--- config.mk ---
export PLATFORM = sky130hd
export DESIGN_NAME = uart_date_rx
export DESIGN_NICKNAME = d
export VERILOG_FILES = /design/src/rtl/uart_date_rx.sv
export SDC_FILE = /design/constraint.sdc
export NUM_CORES = 1
export LEC_CHECK = 0
export CAP_MARGIN = 10
export CORE_AREA = 5 5 83 105
export DETAILED_ROUTE_END_ITERATION = 10
export DIE_AREA = 0 0 88 110
export PLACE_DENSITY = 0.82
export SKIP_LAST_GASP = 1
export SYNTH_ARGS = -nofsm -noshare
export SYNTH_HDL_FRONTEND = slang
export SYNTH_SLANG_ARGS = --single-unit
--- constraint.sdc ---
create_clock -name clk -period 5.9 [get_ports clk]
set_clock_uncertainty 0.15 [all_clocks]
set_input_delay 0.885 -clock clk [delete_from_list [all_inputs] [get_ports clk]]
set_output_delay 0.885 -clock clk [all_outputs]
set_load 0.005 [all_outputs]
--- src/rtl/uart_date_rx.sv ---
// UART 8N1 receiver that packs eight ASCII digits "YYYYMMDD" into BCD date registers.
// Optional macro DATE_RANGE_CHK_EN rejects months outside 01..12 and days outside 01..31.
module uart_date_rx #(
    parameter int BAUD_CNT_MAX = 433
) (
    input  logic        clk,
    input  logic        rst_n,
    input  logic        rx_in,
    output logic [7:0]  rx_data,
    output logic        rx_valid,
    output logic        frame_err,
    output logic [15:0] date_year,
    output logic [7:0]  date_month,
    output logic [7:0]  date_day,
    output logic        date_valid,
    output logic        date_err
);

    localparam logic [11:0] CNT_MAX = 12'(BAUD_CNT_MAX);
    localparam logic [11:0] HALF    = 12'(BAUD_CNT_MAX / 2);

    typedef enum logic [2:0] {IDLE, START, DATA, STOP, WAIT_IDLE} state_t;

    state_t      state;
    logic [11:0] baud_cnt;
    logic [2:0]  bit_idx;
    logic [7:0]  shift;
    logic        rx_meta;
    logic        rx_s;

    logic [2:0]  char_cnt;
    logic [27:0] digits;
    logic [31:0] next_digits;
    logic        is_digit;
    logic        range_ok;

    // Two-flop synchronizer; idle-high reset value keeps the FSM from seeing a false start bit.
    always_ff @(posedge clk or negedge rst_n) begin
        if (!rst_n) begin
            rx_meta <= 1'b1;
            rx_s    <= 1'b1;
        end else begin
            rx_meta <= rx_in;
            rx_s    <= rx_meta;
        end
    end

    always_ff @(posedge clk or negedge rst_n) begin
        if (!rst_n) begin
            state     <= IDLE;
            baud_cnt  <= 12'd0;
            bit_idx   <= 3'd0;
            shift     <= 8'h00;
            rx_data   <= 8'h00;
            rx_valid  <= 1'b0;
            frame_err <= 1'b0;
        end else begin
            rx_valid  <= 1'b0;
            frame_err <= 1'b0;
            case (state)
                IDLE: begin
                    baud_cnt <= 12'd0;
                    if (!rx_s) state <= START;
                end
                START: begin
                    if (baud_cnt == HALF && rx_s) begin
                        state    <= IDLE;
                        baud_cnt <= 12'd0;
                    end else if (baud_cnt == CNT_MAX) begin
                        state    <= DATA;
                        bit_idx  <= 3'd0;
                        baud_cnt <= 12'd0;
                    end else begin
                        baud_cnt <= baud_cnt + 12'd1;
                    end
                end
                DATA: begin
                    if (baud_cnt == HALF) shift[bit_idx] <= rx_s;
                    if (baud_cnt == CNT_MAX) begin
                        baud_cnt <= 12'd0;
                        if (bit_idx == 3'd7) state <= STOP;
                        else bit_idx <= bit_idx + 3'd1;
                    end else begin
                        baud_cnt <= baud_cnt + 12'd1;
                    end
                end
                STOP: begin
                    // Leaving at mid-stop-bit gives half a bit of slack to catch a back-to-back start.
                    if (baud_cnt == HALF) begin
                        baud_cnt <= 12'd0;
                        if (rx_s) begin
                            rx_data  <= shift;
                            rx_valid <= 1'b1;
                            state    <= IDLE;
                        end else begin
                            frame_err <= 1'b1;
                            state     <= WAIT_IDLE;
                        end
                    end else if (baud_cnt == CNT_MAX) begin
                        baud_cnt <= 12'd0;
                    end else begin
                        baud_cnt <= baud_cnt + 12'd1;
                    end
                end
                WAIT_IDLE: begin
                    if (rx_s) begin
                        state    <= IDLE;
                        baud_cnt <= 12'd0;
                    end else if (baud_cnt == CNT_MAX) begin
                        baud_cnt <= 12'd0;
                    end else begin
                        baud_cnt <= baud_cnt + 12'd1;
                    end
                end
                default: begin
                    state    <= IDLE;
                    baud_cnt <= 12'd0;
                end
            endcase
        end
    end

    // The seven stored digits plus the incoming one form the full YYYYMMDD word.
    assign next_digits = {digits, rx_data[3:0]};
    assign is_digit    = (rx_data >= 8'h30) && (rx_data <= 8'h39);

`ifdef DATE_RANGE_CHK_EN
    assign range_ok = (next_digits[15:8] >= 8'h01) && (next_digits[15:8] <= 8'h12) &&
                      (next_digits[7:0]  >= 8'h01) && (next_digits[7:0]  <= 8'h31);
`else
    assign range_ok = 1'b1;
`endif

    always_ff @(posedge clk or negedge rst_n) begin
        if (!rst_n) begin
            char_cnt   <= 3'd0;
            digits     <= 28'h0;
            date_year  <= 16'h0000;
            date_month <= 8'h00;
            date_day   <= 8'h00;
            date_valid <= 1'b0;
            date_err   <= 1'b0;
        end else begin
            date_valid <= 1'b0;
            date_err   <= 1'b0;
            if (frame_err) begin
                date_err <= 1'b1;
                char_cnt <= 3'd0;
            end else if (rx_valid) begin
                if (!is_digit) begin
                    date_err <= 1'b1;
                    char_cnt <= 3'd0;
                end else begin
                    digits <= next_digits[27:0];
                    if (char_cnt == 3'd7) begin
                        char_cnt <= 3'd0;
                        if (range_ok) begin
                            date_year  <= next_digits[31:16];
                            date_month <= next_digits[15:8];
                            date_day   <= next_digits[7:0];
                            date_valid <= 1'b1;
                        end else begin
                            date_err <= 1'b1;
                        end
                    end else begin
                        char_cnt <= char_cnt + 3'd1;
                    end
                end
            end
        end
    end

endmodule

==> run metrics <==
status finished, final reports clean; Critical Path RT 6.00 ns; Synth Warn # 0; highest clock rate 0.320 GHz; worst slack, placed 2.77 ns; clock latency on the worst-skew pair 0.36 ns; Mapped Area 4430 um2; crit-path leading delay family simple AND/OR/NAND/NOR gates; crit-path cells o21ai_0, and4_1, nand2_1, buf_4, mux2_2; Synth async-reset ratio 1.00; crit path max fanout 30; maximum clock insertion buffer count 2; RSZ-0062 raised after global routing false; routed vias/inst 5.55; reg2reg start rx_data[1]; share of layout cells above drive strength 1 0.188; GP Congestion 0.794; clock share of power 0.371; Port Buf Inserts 46; DR vias 2,888; Final Hold Fails 0; EDFF count, synth 0; post-route setup slack 2.77 ns; VDD IR max 136 uV; clk slew on worst S/H paths 0.09 ns; Gate Count Post-Synth 377; Final Hold Slack 0.211 ns; Iteration-0 DRC Markers 133; hold-critical path depth 0; Finished Cell Area 5130 um2; core area 7610 um2; syn avg cell area 11.7 um2; Syn-to-layout area delta 16.0%; # fillers 572; postcts setup bufs 0; Critical-path top delay cell and4_1; Worst Hold Path EP rx_s; DRT antenna net count 0; final period utilization 0.530; CTS Buf Count 9; CTS resizes 0; GRT overflow 0; I/O pins 47; worst min path class flop to flop; syn nets 387; antenna violations before repair 0; first-pass GRT wire length 14.1 mm; Primary FF master, synth dfrtp_1; Die Span Y 110 um; dpl hpwl 5.82 mm; DR pass1 iterations 4; Area after DPL 4950 um2; Slew Limit Fails 0; number of hold buffers added after cts 0; H-tree level count 3; vias in the first global route 2,963; Power Density 224 nW/um2; final antenna diode count 0; Rows 36; Seq pwr share 0.616; Setup violations, final 0; CTS tree built; Worst setup SP type flop; Tmin final 3.13 ns; Worst Setup End Kind flop; Nets 430; initial core utilization 0.581; setup TNS 0 ns; Total GRT Usage 0.188; synth unique cells 46; total power draw 1.15 mW; path type of the worst setup path flop to flop; clk sinks 103; Residual DRC 0; CP bufs+invs 1; Leak Pwr 2.47 nW; relative slew slack 0.335; Internal 0.906 mW; R2R depth 5; clock root buffer clkbuf_8; Routed wire per std cell 15.6 um; Final Routed Wirelength 8.13 mm; largest net degree at the start of global routing 54; Die W 88 um; # Max-Cap Violations 0; Worst R2R Setup Slack 2.77 ns; Logic pwr share 0.013; Arr. time, crit path 3.23 ns; post-synthesis sequential area ratio 0.583; sw frac 0.212; #FFs+latches synth 103; switching power 0.243 mW; critical hold path startpoint rx_meta; CP peak stage delay 0.93 ns; worst slew pin tran 0.997 ns; Worst R2R End date_month[3]; die area 9680 um2
==> routing by layer <==
metal	wire, um	part of all wire	track usage
met4	162	0.020	0.0877
met5	0	0	0
met1	3430	0.42	0.233
met2	4140	0.51	0.313
met3	397	0.049	0.0416
==> through the flow <==
| step | utilization | std cells |
|---|---|---|
| 2_1_floorplan | - | 377 |
| 3_3_place_gp | 0.650 | 504 |
| 3_5_place_dp | 0.650 | 504 |
| 4_1_cts | 0.675 | 520 |
| 5_1_grt | 0.675 | 520 |
| 6_report | 0.675 | 520 |
==> placed cells by master (no fill, tap or decap), types with 2 or more instances in the layout <==
| cell | n |
|---|---|
| inv_1 | 7 |
| clkinv_2 | 2 |
| o21ai_1 | 4 |
| nor2_1 | 14 |
| nand2_1 | 95 |
| mux2_2 | 49 |
| ha_1 | 7 |
| xnor2_1 | 10 |
| nor4b_2 | 2 |
| xor2_1 | 2 |
| nor3_1 | 6 |
| a21oi_1 | 2 |
| nand2b_1 | 2 |
| dfstp_2 | 2 |
| nand4_1 | 5 |
| buf_4 | 4 |
| a211oi_1 | 12 |
| nor3b_1 | 3 |
| a22o_1 | 3 |
| clkbuf_8 | 9 |
| clkbuf_1 | 2 |
| and4_1 | 2 |
| dfrtp_1 | 101 |
| o21ai_0 | 5 |
| nand3_1 | 6 |
| clkdlybuf4s50_1 | 45 |
==> worst max path at each step <==
stage / startpoint / end / slack, ns / cells past startpoint
detailed placement: rx_data[1] / date_year[7] / 2.77 / 5
global route: rx_data[1] / date_month[3] / 2.55 / 5
finish: rx_data[1] / date_month[3] / 2.77 / 5
CTS: rx_data[1] / date_year[7] / 2.75 / 5
global placement: rx_data[1] / date_year[11] / 2.86 / 5
floorplan: baud_cnt[2] / rx_data[0] / 3.96 / 4
==> final cells by class <==
class                           instances  area, um2  share of cell area
Clock buffer                           11        131              0.0256
Clock inverter                          5       57.6              0.0112
Inverter                                7       26.3             0.00512
Multi-Input combinational cell        250       1740               0.339
Sequential cell                       103       2580               0.502
Tap cell                               95        119              0.0231
Timing Repair Buffer                   49        480              0.0936
==> cells by family after synthesis <==
logic type / count (synthesis) / synth area share
compound gates: 33 / 0.0571
xor+xnor: 12 / 0.0237
fa+ha+maj: 7 / 0.0198
buf+inv: 24 / 0.0237
flops: 103 / 0.583
mux: 49 / 0.125
simple gates: 149 / 0.168
==> sequential cells by signal (all words and copies together), names as in the netlist, 8 cells and up <==
name / flops
rx_data: 8
digits: 28
date_year: 16
date_day: 8
shift: 8
date_month: 8
baud_cnt: 12
==> power groups by stage <==
stage          logic, mW  registers, mW  clock network, mW
6_report          0.0146          0.708              0.426
5_1_grt           0.0181          0.708              0.470
4_1_cts           0.0157          0.708              0.433
3_5_place_dp      0.0158          0.722                  0
3_3_place_gp      0.0153          0.722                  0
2_1_floorplan   0.000859          0.721                  0
==> cell usage after synthesis, types with 2 or more instances <==
cell type	instances	area [um2]
nor2_1	14	52.6
clkbuf_1	8	30.0
nand4_1	5	31.3
nand2b_1	2	12.5
nand3_1	6	30.0
a21oi_1	2	10.0
ha_1	7	87.6
dfrtp_1	101	2530
inv_1	7	26.3
xnor2_1	10	87.6
o21ai_0	5	25.0
dfstp_2	2	52.6
nor4b_2	2	30.0
xor2_1	2	17.5
nor3b_1	3	22.5
nand2_1	95	357
a211oi_1	12	90.1
buf_4	2	15.0
o21ai_1	4	20.0
mux2_2	49	552
a22o_1	3	26.3
nor3_1	6	30.0
buf_2	6	30.0
and4_1	2	17.5
No activity file was read; power rests on OpenSTA's default activity.
